<file path="src/rtl/psa_pkg.sv">
// Shared defaults and FSM state encoding for the pattern-search accelerator.
// Build option PSA_WILDCARD_EN (see psa_symbol_match) enables match-any pattern symbols.
package psa_pkg;

  localparam int PSA_ADDR_W = 8;
  localparam int PSA_DATA_W = 8;
  localparam int PSA_LEN_W  = 8;
  localparam logic [7:0] PSA_WILDCARD = 8'h3F;

  typedef enum logic [2:0] {
    S_IDLE    = 3'd0,
    S_CHECK   = 3'd1,
    S_FETCH   = 3'd2,
    S_COMPARE = 3'd3,
    S_HIT     = 3'd4,
    S_DONE    = 3'd5
  } psa_state_t;

endpackage

</file>
<file path="src/rtl/psa_symbol_match.sv">
// Combinational symbol comparator for the search engine.
// With PSA_WILDCARD_EN defined, a pattern symbol equal to WILDCARD matches any block symbol.
module psa_symbol_match
  import psa_pkg::*;
#(
  parameter int                 DATA_W   = PSA_DATA_W,
  parameter logic [DATA_W-1:0]  WILDCARD = DATA_W'(PSA_WILDCARD)
) (
  input  logic [DATA_W-1:0] pat,
  input  logic [DATA_W-1:0] blk,
  output logic              eq
);

`ifdef PSA_WILDCARD_EN
  // Wildcard only counts on the pattern side; a wildcard in the block must match literally.
  assign eq = (pat == blk) || (pat == WILDCARD);
`else
  logic unused_wildcard;
  assign unused_wildcard = ^WILDCARD;
  assign eq = (pat == blk);
`endif

endmodule

</file>
<file path="src/rtl/psa_search_engine.sv">
// Pattern-search core: scans a block RAM for a pattern RAM, pausing at each hit until resumed.
// Wildcard pattern symbols are available when built with PSA_WILDCARD_EN.
//
// state   | meaning
// IDLE    | waiting for start after reset
// CHECK   | validate pl/bl, prepare first fetch
// FETCH   | RAM addresses presented, waiting for read data
// COMPARE | compare pattern and block symbol
// HIT     | match reported on found, wait for resume
// DONE    | search finished, wait for start
module psa_search_engine
  import psa_pkg::*;
#(
  parameter int                ADDR_W   = PSA_ADDR_W,
  parameter int                DATA_W   = PSA_DATA_W,
  parameter int                LEN_W    = PSA_LEN_W,
  parameter logic [DATA_W-1:0] WILDCARD = DATA_W'(PSA_WILDCARD)
) (
  input  logic              CLK100MHZ,
  input  logic              reset_n,
  input  logic              start,
  input  logic              resume,
  input  logic [ADDR_W-1:0] p,
  input  logic [LEN_W-1:0]  pl,
  input  logic [ADDR_W-1:0] b,
  input  logic [LEN_W-1:0]  bl,
  output logic [ADDR_W-1:0] pat_addr,
  input  logic [DATA_W-1:0] pat_data,
  output logic [ADDR_W-1:0] blk_addr,
  input  logic [DATA_W-1:0] blk_data,
  output logic              busy,
  output logic              found_valid,
  output logic [ADDR_W-1:0] found,
  output logic              done,
  output logic [LEN_W-1:0]  match_count
);

  psa_state_t        state;
  logic [ADDR_W-1:0] p_r;
  logic [ADDR_W-1:0] b_r;
  logic [LEN_W-1:0]  pl_r;
  logic [LEN_W-1:0]  bl_r;
  logic [LEN_W-1:0]  pcount;
  logic [LEN_W-1:0]  bcount;

  logic              sym_eq;
  logic [LEN_W-1:0]  pcount_inc;
  logic [LEN_W-1:0]  bcount_inc;
  logic [LEN_W:0]    span;
  logic              last_pos;
  logic              last_sym;
  logic [ADDR_W-1:0] blk_base;

  psa_symbol_match #(
    .DATA_W   (DATA_W),
    .WILDCARD (WILDCARD)
  ) u_match (
    .pat (pat_data),
    .blk (blk_data),
    .eq  (sym_eq)
  );

  assign pcount_inc = pcount + LEN_W'(1);
  assign bcount_inc = bcount + LEN_W'(1);
  // One extra bit so bl-pl and bcount+1 never wrap in the end-of-block test.
  assign span       = {1'b0, bl_r} - {1'b0, pl_r};
  assign last_pos   = ({1'b0, bcount} + (LEN_W+1)'(1)) > span;
  assign last_sym   = (pcount == (pl_r - LEN_W'(1)));
  assign blk_base   = b_r + ADDR_W'(bcount);

  always_ff @(posedge CLK100MHZ or negedge reset_n) begin
    if (!reset_n) begin
      state       <= S_IDLE;
      p_r         <= '0;
      b_r         <= '0;
      pl_r        <= '0;
      bl_r        <= '0;
      pcount      <= '0;
      bcount      <= '0;
      pat_addr    <= '0;
      blk_addr    <= '0;
      busy        <= 1'b0;
      found_valid <= 1'b0;
      found       <= '0;
      done        <= 1'b0;
      match_count <= '0;
    end else if (start) begin
      state       <= S_CHECK;
      p_r         <= p;
      b_r         <= b;
      pl_r        <= pl;
      bl_r        <= bl;
      pcount      <= '0;
      bcount      <= '0;
      busy        <= 1'b0;
      found_valid <= 1'b0;
      done        <= 1'b0;
      match_count <= '0;
    end else begin
      case (state)
        S_IDLE: ;
        S_CHECK: begin
          pcount <= '0;
          bcount <= '0;
          if ((pl_r == '0) || (pl_r > bl_r)) begin
            state <= S_DONE;
            done  <= 1'b1;
          end else begin
            state    <= S_FETCH;
            busy     <= 1'b1;
            pat_addr <= p_r;
            blk_addr <= b_r;
          end
        end
        S_FETCH: begin
          state <= S_COMPARE;
        end
        S_COMPARE: begin
          if (sym_eq && last_sym) begin
            state       <= S_HIT;
            busy        <= 1'b0;
            found_valid <= 1'b1;
            found       <= blk_base;
            if (match_count != '1)
              match_count <= match_count + LEN_W'(1);
          end else if (sym_eq) begin
            state    <= S_FETCH;
            pcount   <= pcount_inc;
            pat_addr <= p_r + ADDR_W'(pcount_inc);
            blk_addr <= blk_base + ADDR_W'(pcount_inc);
          end else begin
            pcount <= '0;
            bcount <= bcount_inc;
            if (last_pos) begin
              state <= S_DONE;
              busy  <= 1'b0;
              done  <= 1'b1;
            end else begin
              state    <= S_FETCH;
              pat_addr <= p_r;
              blk_addr <= b_r + ADDR_W'(bcount_inc);
            end
          end
        end
        S_HIT: begin
          if (resume) begin
            found_valid <= 1'b0;
            pcount      <= '0;
            bcount      <= bcount_inc;
            if (last_pos) begin
              state <= S_DONE;
              done  <= 1'b1;
            end else begin
              state    <= S_FETCH;
              busy     <= 1'b1;
              pat_addr <= p_r;
              blk_addr <= b_r + ADDR_W'(bcount_inc);
            end
          end
        end
        S_DONE: ;
        default: begin
          state       <= S_IDLE;
          busy        <= 1'b0;
          found_valid <= 1'b0;
          done        <= 1'b0;
        end
      endcase
    end
  end

endmodule

</file>
<file path="config.mk">
export PLATFORM = sky130hd
export DESIGN_NAME = psa_search_engine
export DESIGN_NICKNAME = d
export VERILOG_FILES = /design/src/rtl/psa_pkg.sv /design/src/rtl/psa_symbol_match.sv /design/src/rtl/psa_search_engine.sv
export SDC_FILE = /design/constraint.sdc
export NUM_CORES = 1
export LEC_CHECK = 0
export BUFFER_PORTS_ARGS = -buffer_cell sky130_fd_sc_hd__buf_4
export CAP_MARGIN = 30
export CORE_ASPECT_RATIO = 1.4
export CORE_MARGIN = 8
export CORE_UTILIZATION = 45
export CTS_BUF_LIST = sky130_fd_sc_hd__clkbuf_16
export DETAILED_ROUTE_END_ITERATION = 6
export PLACE_DENSITY = 0.68
export SETUP_SLACK_MARGIN = 0.15
export SLEW_MARGIN = 20
export SYNTH_ARGS = -nofsm -noshare
export SYNTH_HDL_FRONTEND = slang
export SYNTH_SLANG_ARGS = --single-unit
</file>
<file path="constraint.sdc">
create_clock -name CLK100MHZ -period 3.6 [get_ports CLK100MHZ]
set_input_delay 0.18 -clock CLK100MHZ [delete_from_list [all_inputs] [get_ports CLK100MHZ]]
set_output_delay 0.18 -clock CLK100MHZ [all_outputs]
set_load 0.1 [all_outputs]
</file>
# Word level (Yosys, flattened, before mapping)
# Cells that the tools add are included.
[classes]
n_eq_ne = 23
reduce_logical = 21
order_cmp = 2
addsub = 10
bitwise = 1
mux = 52
[op_table]
columns = ["op", "n"]
rows = [
  ["$mux W8", 22],
  ["$pmux W8 S3", 4],
  ["$add A8 B8 Y8", 4],
  ["$add A8 B1 Y8 const B", 3],
  ["$ne A3 B3 Y1 const B", 7],
  ["$mux W3", 6],
  ["$eq A8 B8 Y1", 2],
  ["$mux W1", 16],
  ["$pmux W3 S5", 1],
  ["$reduce_and A3 Y1", 4],
  ["$reduce_and A5 Y1", 2],
  ["$add A8 B1 Y9 const B", 1],
  ["$gt A9 B9 Y1", 1],
  ["$sub A8 B8 Y9", 1],
  ["$gt A8 B8 Y1", 1],
  ["$logic_not A8 Y1", 1],
  ["$ne A4 B4 Y1 const B", 2],
  ["$ne A8 B8 Y1 const B", 1],
  ["$pmux W1 S4", 2],
  ["$sub A8 B1 Y8 const B", 1],
  ["$eq A3 B2 Y1 const B", 2],
  ["$eq A3 B3 Y1 const B", 2],
  ["$ne A2 B1 Y1 const B", 3],
  ["$ne A2 B2 Y1 const B", 3],
  ["15 further kinds", 17],
]
[word_totals]
word_cells = 123
input_bits = 52
output_inout_bits = 35
ff_bits = 86

# Longest topological paths before layout
[logic_depth]
ltp_word = 7
ltp_mapped = 20
depth_no_buf = 19

# Cells and area by module
# From an unflattened synthesis, not the netlist that was laid out.
[hier_totals]
hier_cells = 661
area_unflattened_um2 = 6188.4
[by_module_without_submodules]
columns = ["module", "area_per_inst_um2", "instances", "seq_area_each_um2", "cells_each"]
rows = [
  ["psa_search_engine", 6102.1, 1, 2152.1, 650],
  ["psa_symbol_match", 86.3, 1, 0.0, 11],
]

# Least setup slack after synthesis
# No wires, ideal clock.
[synth_path]
path_type = "register -> register"
start = "reg pl_r[2]"
end = "reg blk_addr[7]"
setup_slack_ns = 0.036
n_path_buf = 1
setup_time_ns = 0.128
path_stages_with_launch = 19
arrival_time_ns = 3.436
period_less_slack_ns = 3.564
cell_sequence = "dfrtp_1 > inv_1 > ha_1 > nor2b_1 > o21ai_0 > a21oi_1 > o21ai_0 > nand2b_1 > a21o_1 > a21o_1 > ha_1 > nand2_1 > a21oi_1 > o21ai_0 > a21oi_1 > clkbuf_1 > o21ai_0 > a221oi_2 > a21oi_2"
[synth_between]
elab_chain_len = 6
word_cells_on_any_way = 16
cone_classes = "add/sub: 2; order compare: 2; eq/ne: 3; mux: 5; reduce/logical: 4"
[synth_lines]
columns = ["element", "line", "text"]
rows = [
  ["start, declared", "psa_search_engine.sv:41", "logic [LEN_W-1:0] pl_r;"],
  ["start signal, assigned", "psa_search_engine.sv:91", "pl_r <= pl;"],
  ["$sub A8 B8 Y9", "psa_search_engine.sv:66", "assign span = {1'b0, bl_r} - {1'b0, pl_r};"],
  ["$gt A9 B9 Y1", "psa_search_engine.sv:67", "assign last_pos = ({1'b0, bcount} + (LEN_W+1)'(1)) > span;"],
  ["$mux W8 (3 in a row)", "--", ""],
  ["$pmux W8 S3", "--", ""],
  ["end signal, assigned", "psa_search_engine.sv:112", "blk_addr <= b_r;"],
  ["end signal, assigned", "psa_search_engine.sv:130", "blk_addr <= blk_base + ADDR_W'(pcount_inc);"],
  ["end signal, assigned", "psa_search_engine.sv:141", "blk_addr <= b_r + ADDR_W'(bcount_inc);"],
  ["end, declared", "psa_search_engine.sv:29", "output logic [ADDR_W-1:0] blk_addr,"],
]
# Several ways; a longest one is shown, not always the timed one. The select of a mux whose other input is x is not followed.
# A chain may end at the register's enable or synchronous reset.

# Worst setup path in the final report
[layout_path]
start = "reg pl_r[1]"
end = "reg pat_addr[7]"
[layout_between]
elab_chain_len = 6
word_cells_on_any_way = 16
cone_classes = "add/sub: 2; order compare: 2; eq/ne: 3; mux: 5; reduce/logical: 4"
[layout_lines]
columns = ["element", "line", "text"]
rows = [
  ["$sub A8 B8 Y9", "psa_search_engine.sv:66", ""],
  ["$gt A9 B9 Y1", "psa_search_engine.sv:67", ""],
  ["$mux W8 (3 in a row)", "--", ""],
  ["$pmux W8 S3", "--", ""],
  ["end signal, assigned", "psa_search_engine.sv:111", "pat_addr <= p_r;"],
  ["end signal, assigned", "psa_search_engine.sv:129", "pat_addr <= p_r + ADDR_W'(pcount_inc);"],
  ["end signal, assigned", "psa_search_engine.sv:140", "pat_addr <= p_r;"],
  ["end, declared", "psa_search_engine.sv:27", "output logic [ADDR_W-1:0] pat_addr,"],
]
# Several ways; a longest one is shown, not always the timed one. The select of a mux whose other input is x is not followed.

==> run metrics <==
total CTS buffers=9; sequential share of power=29.6%; Worst Tran Pin Value=0.808 ns; Critical Path RT=3.82 ns; drt total wl=16100 um; clock share of power=20.4%; DR pass1 iterations=4; P_leak=3.47 nW; Min Clock Period, post-route=3.35 ns; GPL Wtd Cong=0.888; max frequency=298 MHz; dominant synthesized flop cell=dfrtp_1; initial antenna violation count=0; CP endpoint kind=flop; Yosys warning count=0; max-slew violations=0; Final Cycle Share=93.1%; Overflow after GRT=0; post-synth top area cell=dfrtp_1; flops & latches, synth=86; vias in the first global route=5302; Clock Skew=0.0123 ns; reg-to-reg startpoint=pl_r[1]; first-pass GRT wire length=25900 um; Worst Path Arrival=3.57 ns; Critical Path Start=pl_r[1]; status=finished clean; hold path start=bl[0]; Filler cells=1245; Crit Path Class=reg -> reg; initial core utilization=45.6%; Post-DRT Antenna Nets=0; Final Hold Vio Count=0; nets@finish=880; switch share=47.7%; Post-synth EDFFs=0; vias per cell=5.42; largest cells by area after synthesis=dfrtp_1 36%, ha_1 10%, mux2_2 5.0%; Die Area=0.0175 sq mm; Die Y=153 um; Mean Syn Cell Area=9.00 sq um; Die W=114 um; post-DR wirelength/cell=16.8 um; CP Launch Type=flop; drc violations=0; Worst-path clk slew=0.06 ns; Clock Sinks=86; TritonCTS clock tree=yes; Pwr Total=4.28 mW; Worst Path Max Fanout=5; pin count of the biggest net entering global routing=76; Pwr per Cell Area=575 mW/mm^2; HP Class=in -> reg; # IOs=87; Netlist Area Pre-Place=0.00605 sq mm; worst hold slack=0.0367 ns; FFs w/ async S/R, synth=100%; sequential area share after synthesis=35.6%; cell count after synthesis=672; CTS max path bufs=2; CTS root buffer=clkbuf_16; num rows=50; Switch Pwr=2.04 mW; post-synthesis net count=779; area delta synth->final=23.0%; share of cells above drive strength 1=24.6%; setup tns final=0 ns; post-synth top area share=35.6%; RSZ-0062 raised after global routing=yes; Core Footprint=0.0133 sq mm; gr usage total=18.7%; maximum vdd ir drop=0.311 mV; count leader, synth=dfrtp_1; relative slew slack=46.2%; ant diodes=0; Setup violations, final=0; Vias=5206; detailed router's first-iteration violation count=320; Skew-Pair Late Insertion Delay=0.35 ns; Comb pwr share=50.0%; max-cap violation count=0; Buffers on Ports=86; count of different cell masters after synthesis=62; Pint=2.24 mW; detailed placer's ending HPWL=12400 um; synth cell count leaders=86 x dfrtp_1, 73 x nand2_1, 50 x ha_1; htree depth=3
## registers in the layout, indices dropped and copies added (netlist names)
signal       count
b_r              8
bcount           8
bl_r             8
blk_addr         8
busy             1
done             1
found            8
found_valid      1
match_count      8
p_r              8
pat_addr         8
pcount           8
pl_r             8
state            3
## layout by cell type (no fill, tap or decap), types with 4 or more instances in the layout
cell type,synthesis,layout
nand2b_1,8,8
nor4_1,6,6
ha_4,0,4
clkbuf_16,0,9
ha_1,50,46
nor3_1,15,15
o21ai_0,43,37
a21o_1,12,12
buf_4,1,108
dfrtp_1,86,84
fa_1,5,4
o31ai_1,7,6
xor2_1,30,28
nor2b_1,9,8
nand2_1,73,72
o21ai_1,12,15
inv_1,41,38
a222oi_1,4,4
and2_1,4,4
nand3_1,27,27
a22oi_1,7,7
and3_1,4,4
mux2_2,27,27
nor2_1,49,48
a21oi_2,2,6
a21oi_1,43,39
xnor2_1,34,34
nand3b_1,4,4
## power by group through the flow
stage	Combinational [mW]	Sequential, mW	Clock, mW
after floorplan	0.943	1.89	0
after global placement	2.03	1.28	0
after detailed placement	2.08	1.28	0
after CTS	2.10	1.27	0.894
after global routing	2.31	1.29	0.933
final	2.14	1.27	0.872
## worst max-delay path, stage by stage (launching register included)
cell and delay, ns:
dfrtp_2 0.43, buf_4 0.14, fa_2 0.41, nor2b_2 0.13, o21ai_2 0.08, a21oi_2 0.14, o21ai_1 0.07, nand2b_1 0.11
xnor2_1 0.10, ha_1 0.35, o21ai_2 0.09, a21oi_2 0.14, o21ai_2 0.07, a21oi_2 0.18, buf_6 0.16, o21ai_1 0.14
a221oi_2 0.37, o21ai_0 0.12
## final timing paths
path                       cells after the start             end  slack, ns
setup / recovery                              17     pat_addr[7]       0.25
hold / removal                                 3         bl_r[0]       0.04
setup reg to reg                              17     pat_addr[7]       0.25
hold reg to reg                                2     found_valid       0.48
max in group asynchronous                      3         pl_r[1]       2.63
min in group asynchronous                      2  match_count[6]       0.32
## cells by family (layout without fill, tap and decap cells)
family	Yosys count	after routing	synth area share, %
AO/OA/AOI/OAI	162	162	17.0
XOR/XNOR	64	64	9.27
adder cells (fa/ha/maj)	55	55	12.0
buffers and inverters	63	169	4.16
flip-flops	86	86	35.6
multiplexers	29	29	5.36
AND/OR/NAND/NOR	213	213	16.6
## routing by layer
metal	vias up	part of all wire, %	track usage (%)
li1	2565	-	-
met4	0	3.6	10.4
met1	2507	39	20.1
met5	-	0	0
met3	29	3.4	2.84
met2	105	54	33.8
## metrics by stage
step / area, sq um / instances / utilization, % / setup WS, ns
6_report: 7440 / 960 / 56.1 / 0.247
5_1_grt: 7440 / 960 / 56.1 / 0.0843
4_1_cts: 7290 / 952 / 54.9 / 0.144
3_5_place_dp: 6950 / 931 / 52.4 / -0.154
3_3_place_gp: 6920 / 930 / 52.2 / -0.0976
2_1_floorplan: 6050 / 672 / - / 0.235
## final cells by class
type                            count  area, sq um  area share [%]
Timing Repair Buffer              112          865            11.6
Clock inverter                      7         50.0           0.672
Tap cell                          182          228            3.06
Sequential cell                    86         2150            28.9
Inverter                           41          154            2.07
Clock buffer                        9          225            3.03
Multi-Input combinational cell    523         3770            50.6
## what timing repair did
| item | CTS | global route |
|---|---|---|
| buffers inserted | 4 | 7 |
| setup endpoints to repair | 19 | 21 |
| cloned | 0 | 1 |
| hold buffers | 1 | 0 |
| gates resized for setup | 6 | 27 |
| pin swaps | 4 | 15 |
| endpoints found under the hold margin | 33 | 0 |
No activity file was read; power rests on OpenSTA's default activity.
